File: config.mk
export PLATFORM = sky130hd
export DESIGN_NAME = servant_wb_arbiter
export DESIGN_NICKNAME = d
export VERILOG_FILES = /design/src/rtl/servant_wb_arbiter_pkg.sv /design/src/rtl/servant_wb_rr_picker.sv /design/src/rtl/servant_wb_arbiter.sv
export SDC_FILE = /design/constraint.sdc
export NUM_CORES = 1
export LEC_CHECK = 0
export ABC_AREA = 1
export CAP_MARGIN = 10
export CORE_AREA = 8 8 131 133
export DETAILED_ROUTE_END_ITERATION = 16
export DIE_AREA = 0 0 139 141
export PLACE_DENSITY = 0.58
export SLEW_MARGIN = 20
export SYNTH_ARGS = -nofsm -noshare
export SYNTH_HDL_FRONTEND = slang
export SYNTH_SLANG_ARGS = --single-unit
File: constraint.sdc
create_clock -name wb_clk -period 2 [get_ports wb_clk]
set_input_delay 0.2 -clock wb_clk [delete_from_list [all_inputs] [get_ports wb_clk]]
set_output_delay 0.2 -clock wb_clk [all_outputs]
set_load 0.01 [all_outputs]
File: src/rtl/servant_wb_arbiter_pkg.sv
`default_nettype none
// ============================================================================
//  Module   : servant_wb_arbiter_pkg
//  Brief    : Shared types and constants for the servant RAM Wishbone arbiter.
//  Revision : 1.0 - initial release
// ============================================================================
package servant_wb_arbiter_pkg;

    typedef enum logic [0:0] {
        IDLE = 1'b0,
        BUSY = 1'b1
    } arb_state_e;

    // Read data returned to a master whose transaction was killed by timeout
    localparam logic [31:0] TMO_RDATA = 32'hDEAD_BEEF;

    localparam int CNT_W = 8;

endpackage
`default_nettype wire

File: src/rtl/servant_wb_rr_picker.sv
`default_nettype none
// ============================================================================
//  Module   : servant_wb_rr_picker
//  Brief    : Rotating priority encoder; first requester at or after i_ptr wins.
//  Revision : 1.0 - initial release
// ============================================================================
module servant_wb_rr_picker
    import servant_wb_arbiter_pkg::*;
#(
    parameter int NM = 3,
    parameter int PW = 2
) (
    input  logic [NM-1:0] i_req,
    input  logic [PW-1:0] i_ptr,
    output logic [NM-1:0] o_grant,
    output logic [PW-1:0] o_idx,
    output logic          o_valid
);

    logic [PW:0]   w_sum;
    logic [PW-1:0] w_k;

    always_comb begin
        o_grant = '0;
        o_idx   = '0;
        o_valid = 1'b0;
        w_sum   = '0;
        w_k     = '0;
        for (int i = 0; i < NM; i++) begin
            // Candidate index (ptr + i) mod NM without a divider
            w_sum = {1'b0, i_ptr} + (PW+1)'(i);
            if (w_sum >= (PW+1)'(NM)) begin
                w_sum = w_sum - (PW+1)'(NM);
            end
            w_k = w_sum[PW-1:0];
            if (!o_valid && i_req[w_k]) begin
                o_grant[w_k] = 1'b1;
                o_idx        = w_k;
                o_valid      = 1'b1;
            end
        end
    end

endmodule
`default_nettype wire

File: src/rtl/servant_wb_arbiter.sv
`default_nettype none
// ============================================================================
//  Module   : servant_wb_arbiter
//  Brief    : Round-robin arbiter sharing the servant RAM Wishbone slave port.
//             Optional slave timeout enabled by defining SERVANT_ARB_TIMEOUT_EN.
//  Revision : 1.0 - initial release
// ============================================================================
module servant_wb_arbiter
    import servant_wb_arbiter_pkg::*;
#(
    parameter int NM  = 3,
    parameter int AW  = 32,
    parameter int DW  = 32,
    parameter int TMO = 255
) (
    input  logic               wb_clk,
    input  logic               wb_rst,
    input  logic [NM*AW-1:0]   i_m_adr,
    input  logic [NM*DW-1:0]   i_m_dat,
    input  logic [NM*DW/8-1:0] i_m_sel,
    input  logic [NM-1:0]      i_m_we,
    input  logic [NM-1:0]      i_m_cyc,
    output logic [DW-1:0]      o_m_rdt,
    output logic [NM-1:0]      o_m_ack,
    output logic [AW-1:0]      o_s_adr,
    output logic [DW-1:0]      o_s_dat,
    output logic [DW/8-1:0]    o_s_sel,
    output logic               o_s_we,
    output logic               o_s_cyc,
    input  logic [DW-1:0]      i_s_rdt,
    input  logic               i_s_ack,
    output logic [NM-1:0]      o_grant,
    output logic               o_timeout
);

    localparam int PW = (NM > 1) ? $clog2(NM) : 1;
    localparam int SW = DW / 8;

    arb_state_e    r_state;
    arb_state_e    w_next_state;
    logic [NM-1:0] r_grant;
    logic [PW-1:0] r_gidx;
    logic [PW-1:0] r_ptr;

    logic [NM-1:0] w_pick_grant;
    logic [PW-1:0] w_pick_idx;
    logic          w_pick_valid;
    logic          w_g_cyc;
    logic          w_tmo_hit;
    logic          w_done;

    servant_wb_rr_picker #(
        .NM (NM),
        .PW (PW)
    ) u_picker (
        .i_req   (i_m_cyc),
        .i_ptr   (r_ptr),
        .o_grant (w_pick_grant),
        .o_idx   (w_pick_idx),
        .o_valid (w_pick_valid)
    );

    // r_grant is zero outside BUSY, so this also reads as "granted master still requesting"
    assign w_g_cyc = |(r_grant & i_m_cyc);

    // A dropped cyc ends the transaction even if ack arrives in the same cycle
    assign w_done  = (r_state == BUSY) && (!w_g_cyc || i_s_ack || w_tmo_hit);

`ifdef SERVANT_ARB_TIMEOUT_EN
    localparam logic [CNT_W-1:0] c_tmo = CNT_W'(TMO);

    logic [CNT_W-1:0] r_cnt;

    always_ff @(posedge wb_clk or posedge wb_rst) begin
        if (wb_rst) begin
            r_cnt <= '0;
        end else if (r_state == IDLE) begin
            r_cnt <= '0;
        end else begin
            r_cnt <= r_cnt + CNT_W'(1);
        end
    end

    // A real ack or an abort in the expiry cycle takes precedence over the timeout
    assign w_tmo_hit = (r_state == BUSY) && (r_cnt == c_tmo) && w_g_cyc && !i_s_ack;
`else
    assign w_tmo_hit = 1'b0;
`endif

    // TMO is only meaningful in 1..255; nothing is built from it here
    if ((TMO < 1) || (TMO > 255)) begin : g_tmo_out_of_range
    end

    always_ff @(posedge wb_clk or posedge wb_rst) begin
        if (wb_rst) begin
            r_state <= IDLE;
            r_grant <= '0;
            r_gidx  <= '0;
            r_ptr   <= '0;
        end else begin
            r_state <= w_next_state;
            if ((r_state == IDLE) && w_pick_valid) begin
                r_grant <= w_pick_grant;
                r_gidx  <= w_pick_idx;
            end else if (w_done) begin
                r_grant <= '0;
                r_ptr   <= (r_gidx == PW'(NM-1)) ? '0 : r_gidx + PW'(1);
            end
        end
    end

    always_comb begin
        w_next_state = r_state;
        case (r_state)
            IDLE:    if (w_pick_valid) w_next_state = BUSY;
            BUSY:    if (w_done)       w_next_state = IDLE;
            default: w_next_state = IDLE;
        endcase
    end

    always_comb begin
        o_s_adr = '0;
        o_s_dat = '0;
        o_s_sel = '0;
        o_s_we  = 1'b0;
        for (int k = 0; k < NM; k++) begin
            if (r_grant[k]) begin
                o_s_adr = i_m_adr[k*AW +: AW];
                o_s_dat = i_m_dat[k*DW +: DW];
                o_s_sel = i_m_sel[k*SW +: SW];
                o_s_we  = i_m_we[k];
            end
        end
        o_s_cyc   = w_g_cyc && !w_tmo_hit;
        o_m_ack   = (r_grant & i_m_cyc & {NM{i_s_ack}}) | (r_grant & {NM{w_tmo_hit}});
        o_m_rdt   = w_tmo_hit ? DW'(TMO_RDATA) : i_s_rdt;
        o_timeout = w_tmo_hit;
    end

    assign o_grant = r_grant;

endmodule
`default_nettype wire

# ---- Yosys cells after proc, flatten, opt, wreduce, memory -nomap -nowiden
# Cells that the tools add are included.
dict set report word_totals {
  inputBits 245
  word_cells 82
  ff_bits 8
}
dict set report classes {
  order_cmp 9
  eq_ne 1
  mux 42
  n_addsub 6
  bitwise 6
  reduce_logical 14
}
# cell count
set op_table {}
lappend op_table {{2-to-1 mux 32 bit} 6}
lappend op_table {{2-to-1 mux 3 bit} 5}
lappend op_table {{2-to-1 mux 1 bit} 14}
lappend op_table {{2-to-1 mux 2 bit} 7}
lappend op_table {{2-to-1 mux 4 bit} 3}
lappend op_table {{< comparator 2 x 3 -> 1 bit (second input constant)} 3}
lappend op_table {{logical AND 1 bit} 7}
lappend op_table {{bitwise AND 3 bit} 2}
lappend op_table {{binary-select mux 1 bit (select 2 bit)} 3}
lappend op_table {{demux 1 bit (select 2 bit)} 3}
lappend op_table {{>= comparator 2 x 1 -> 1 bit (second input constant)} 3}
lappend op_table {{>= comparator 3 x 2 -> 1 bit (second input constant)} 2}
lappend op_table {{OR 3 bit} 2}
lappend op_table {{subtractor 2 bit (second input constant)} 3}
lappend op_table {{adder 2 x 1 -> 3 bit (second input constant)} 1}
lappend op_table {{adder 2 x 2 -> 3 bit (second input constant)} 1}
lappend op_table {{zero test 1 bit} 3}
lappend op_table {{OR reduction 3 bit} 1}
lappend op_table {{adder 2 x 1 -> 2 bit (second input constant)} 1}
lappend op_table {{== test 2 bit (second input constant)} 1}
lappend op_table {{>= comparator 2 bit (second input constant)} 1}
lappend op_table {{NOT 1 bit} 2}
lappend op_table {{one-hot mux 1 bit (2 select lines)} 1}
lappend op_table {{AND reduction 2 bit} 1}
lappend op_table {{other kinds (2)} 2}

# ---- Depth between registers and ports, before layout
dict set report logic_depth {
  depth_word 14
  depth_mapped 12
}

# ---- Hierarchy
# Synthesis repeated with hierarchy kept, for this count alone.
dict set report unflattened {
  hier_cells 526
  area_unflattened_um2 2675.1
}
# mod area_per_inst_um2 n_inst cells_each
set by_module_without_submodules {}
lappend by_module_without_submodules {servant_wb_arbiter 2347.3 1 462}
lappend by_module_without_submodules {servant_wb_rr_picker 327.8 1 64}

# ---- Worst setup path before layout
# OpenSTA, ideal clock, no wires.
dict set report synth_path {
  kind {register to register}
  startpoint {reg r_ptr[0]}
  endpoint {reg r_grant[1] (netlist: o_grant[1])}
  t_required_ns 1.883
  period_less_slack_ns 1.538
  path_stages_with_launch 11
  t_arrival_ns 1.421
  path_buffers 0
  slack_ns 0.462
  path_cell_list {dfrtp_1 > inv_1 > ha_1 > o21ai_0 > nand2_2 > nand2_4 > nor2_4 > nand2_1 > nand2_1 > nand2_1 > nand2_1}
}
dict set report synth_between {
  elab_chain_len 13
}
# element line_no
set synth_lines {}
lappend synth_lines {{start: declaration} servant_wb_arbiter.sv:43} ;# logic [PW-1:0] r_ptr;
lappend synth_lines {{start signal: assignment} servant_wb_arbiter.sv:107} ;# r_ptr <= (r_gidx == PW'(NM-1)) ? '0 : r_gidx + PW'(1);
lappend synth_lines {{branches (longest 13 deep; another with adder 2 x 1 -> 3 bit)} --}
lappend synth_lines {{end signal: assignment} servant_wb_arbiter.sv:103} ;# r_grant <= w_pick_grant;
lappend synth_lines {{end: declaration} servant_wb_arbiter.sv:41} ;# logic [NM-1:0] r_grant;
# Parallel ways; which one is timed is not known. The select of a mux whose other input is x is not followed.
# A chain may end at the register's enable or synchronous reset.

# ---- Final worst setup path
dict set report layout_path {
  startpoint {reg r_grant[1] (netlist: o_grant[1])}
  endpoint {out o_s_dat[5]}
}
dict set report layout_between {
  elab_chain_len 2
}
# element line_no
set layout_lines {}
lappend layout_lines {{2-to-1 mux 32 bit (2 in series)} servant_wb_arbiter.sv:127} ;# if (r_grant[k]) begin
lappend layout_lines {{end: declaration} servant_wb_arbiter.sv:26} ;# output logic [DW-1:0] o_s_dat,
# No other way between the ends.

==> results.yml <==
layout:
  drive_gt1_share_pct: 12.30
  final_common_cell: "clkdlybuf4s50_1"
  stdcell_area_um2: 5253
  final_cell_mix: "clkdlybuf4s50_1 (219), nand2_1 (107), a22oi_1 (69)"
  final_core_util_pct: 35.07
  fin_nets: 884
  area_growth_pct: 133.1
synthesis:
  syn_nets: 627
  netlist_instances: 378
  synth.yosys.warnings: 0
  synth_cell_types: 26
  syn_avg_cell_area_um2: 5.961
  synth-seq-cells: 8
  syn-cell-area_um2: 2253
  ys_seq_area_share_pct: 8.884
critical_path:
  arrival_ns: 1.72
  r2r-start: "r_ptr[0]"
  required_ns: 1.80
  crit_top_cell: "buf_4"
  path_buf_inv: 4
  start_kind: "flip-flop"
  rr_endpoint: "r_gidx[1]"
  reg2reg_slack_ns: 0.24
  r2r_cells: 10
  path_cells: "nor2_4 > buf_4 > buf_4 > clkbuf_16 > a22oi_1 > o21ai_0 > clkbuf_2"
  cpMaxStageDelayCell: "dfrtp_2"
  critPathKind: "flip-flop to primary output"
  crit_path_end_kind: "primary output"
  crit_family: "buffers and inverters"
  crit_fanout: 17
  slowest_delay_ns: 0.43
detailed_routing:
  via_per_inst: 4.450
  wirelength_um: 15840
  first_pass_iters: 4
  drt_iter0_drc: 167
  drc: 0
  wl_per_cell_um: 19.25
  ant_nets: 0
  route.vias.total: 3662
clock_network:
  insertion_delay_ns: 0.23
  cts_root_buf: "clkbuf_16"
  cts_max_level: 1
  cts_buffers: 3
  clkSinkCount: 8
  tritoncts: "done"
  clk_path_buf_depth: 2
  cts_hold_buffers: 0
  cts.clk_slew.worst_paths_ns: 0.04
die:
  rows: 45
  io_pins: 354
  die_area_um2: 19600
  core-area_um2: 14980
  die_h_um: 141
  start_util_pct: 15.05
  die_x_um: 139
sta:
  finalSetupViolCount: 0
  hold_viol: 0
  layout_setup_ws_ns: 0.07616
  period_share_pct: 96.19
  finalSetupTns_ns: 0
  clock.fmax_mhz: 519.8
  final_max_slew_viol_count: 0
  fin_skew_ns: 0.004422
  period_needed_ns: 1.924
run:
  drv_cap: 0
global_routing:
  antenna_found_initial: 0
  grt_start_max_net_pins: 57
  grt_use_total_pct: 14.26
  grt_overflow: 0
  grt_pass1_wl_um: 22430
  grt_pass1_vias: 3580
power_and_ir_drop:
  p_leak_nw: 2.260
  p_per_area_nw_per_um2: 835.6
  clockPowerShare_pct: 7.8
  p_sw_share_pct: 49.29
  p_seq_share_pct: 6.7
  p_sw_mw: 2.163
  internal-power_mw: 2.225
  p_total_mw: 4.389
  comb_power_share_pct: 85.5
  ir_drop_mv: 0.4865
placement:
  portBuffers: 288
  place_ws_ns: -0.01448
  place_congestion: 0.8336
  postPlaceCellArea_um2: 5157
  dp_hpwl_um: 12700
status:
  status: "finished clean"
min_path:
  hold_class: "input port to asynchronous set/reset pin"
[worst register-to-register path: stages (launching register included)]
cell     delay (ns)
dfrtp_1        0.39
inv_1          0.08
ha_1           0.42
o21ai_0        0.28
nand2_2        0.12
nand2_4        0.08
nor2_4         0.04
nand2_1        0.07
nand2_1        0.06
nand2_1        0.05
nand2_1        0.05
[per-layer routing]
metal / global-route usage (%) / vias up / part of all wire [%] / routed length (um)
met5: 0 / - / 0 / 0
met4: 2.657 / 0 / 1.5 / 230
met3: 3.950 / 20 / 8.2 / 1299
met2: 25.97 / 188 / 50 / 7995
met1: 16.42 / 1648 / 40 / 6315
li1: - / 1806 / - / -
[what timing repair did]
action	4_1_cts	5_1_grt
cloned	0	3
setup endpoints to repair	70	13
resized for setup	66	78
setup buffers	0	10
pin swaps	0	1
[per-stage QoR]
step           hold slack (ns)  cells
2_1_floorplan          0.01566    378
3_3_place_gp            0.4001    805
3_5_place_dp            0.4001    805
4_1_cts                 0.2343    809
5_1_grt                 0.2731    822
6_report                0.2218    823
[synth_stat cells, drive strengths merged]
master | instances | area share [%]
inv | 17 | 2.9
nor2 | 5 | 1.5
dfrtp | 8 | 8.9
nand2 | 115 | 21
conb | 1 | 0.17
clkbuf | 13 | 2.2
clkinv | 2 | 0.33
a22oi | 69 | 23
buf | 50 | 15
o21ai | 74 | 17
o31ai | 1 | 0.56
ha | 4 | 2.2
a21oi | 1 | 0.72
nand3b | 1 | 0.33
nand3 | 17 | 4.9
[cell type report]
class / count / area [um2]
multi-input combinational: 288 / 1593
sequential: 8 / 205.2
timing repair buffer: 315 / 3064
inverter: 19 / 73.82
antenna: 1 / 2.502
fill: 1571 / 9724
clock buffer: 4 / 78.83
tap: 188 / 235.2
[logic make-up (layout without fill, tap and decap cells)]
kind of cell	after synthesis	count (layout)	synth area share (%)
AO/OA/AOI/OAI	145	145	40.87
adder cells (fa/ha/maj)	4	4	2.221
buffers and inverters	82	338	20.43
flip-flops	8	8	8.884
other	1	2	0.1664
AND/OR/NAND/NOR	138	138	27.43
[registers in the layout (all words and copies together), names as in the netlist]
register  flops
o_grant       3
r_gidx        2
r_ptr         2
r_state       1
[power groups by stage]
| stage | sequential (mW) | combinational, mW | clock [mW] |
|---|---|---|---|
| floorplan | 0.279 | 2.02 | 0 |
| global placement | 0.291 | 3.87 | 0 |
| detailed placement | 0.295 | 3.91 | 0 |
| CTS | 0.296 | 3.63 | 0.349 |
| global route | 0.303 | 4.11 | 0.360 |
| finish | 0.293 | 3.75 | 0.343 |
[how the worst max path moves through the flow]
stage                     slack (ns)       start  cells after the start           to
final                           0.08  o_grant[1]                      7   o_s_dat[5]
after global routing           -0.01  o_grant[0]                      8  o_s_dat[13]
after CTS                      -0.18  o_grant[1]                      6       o_s_we
after detailed placement       -0.01  o_grant[1]                      5   o_s_sel[1]
after global placement         -0.02  o_grant[1]                      5  o_s_dat[30]
after floorplan                 0.46    r_ptr[0]                     10   o_grant[1]
Note: power is estimated with default switching activity, not from simulation.
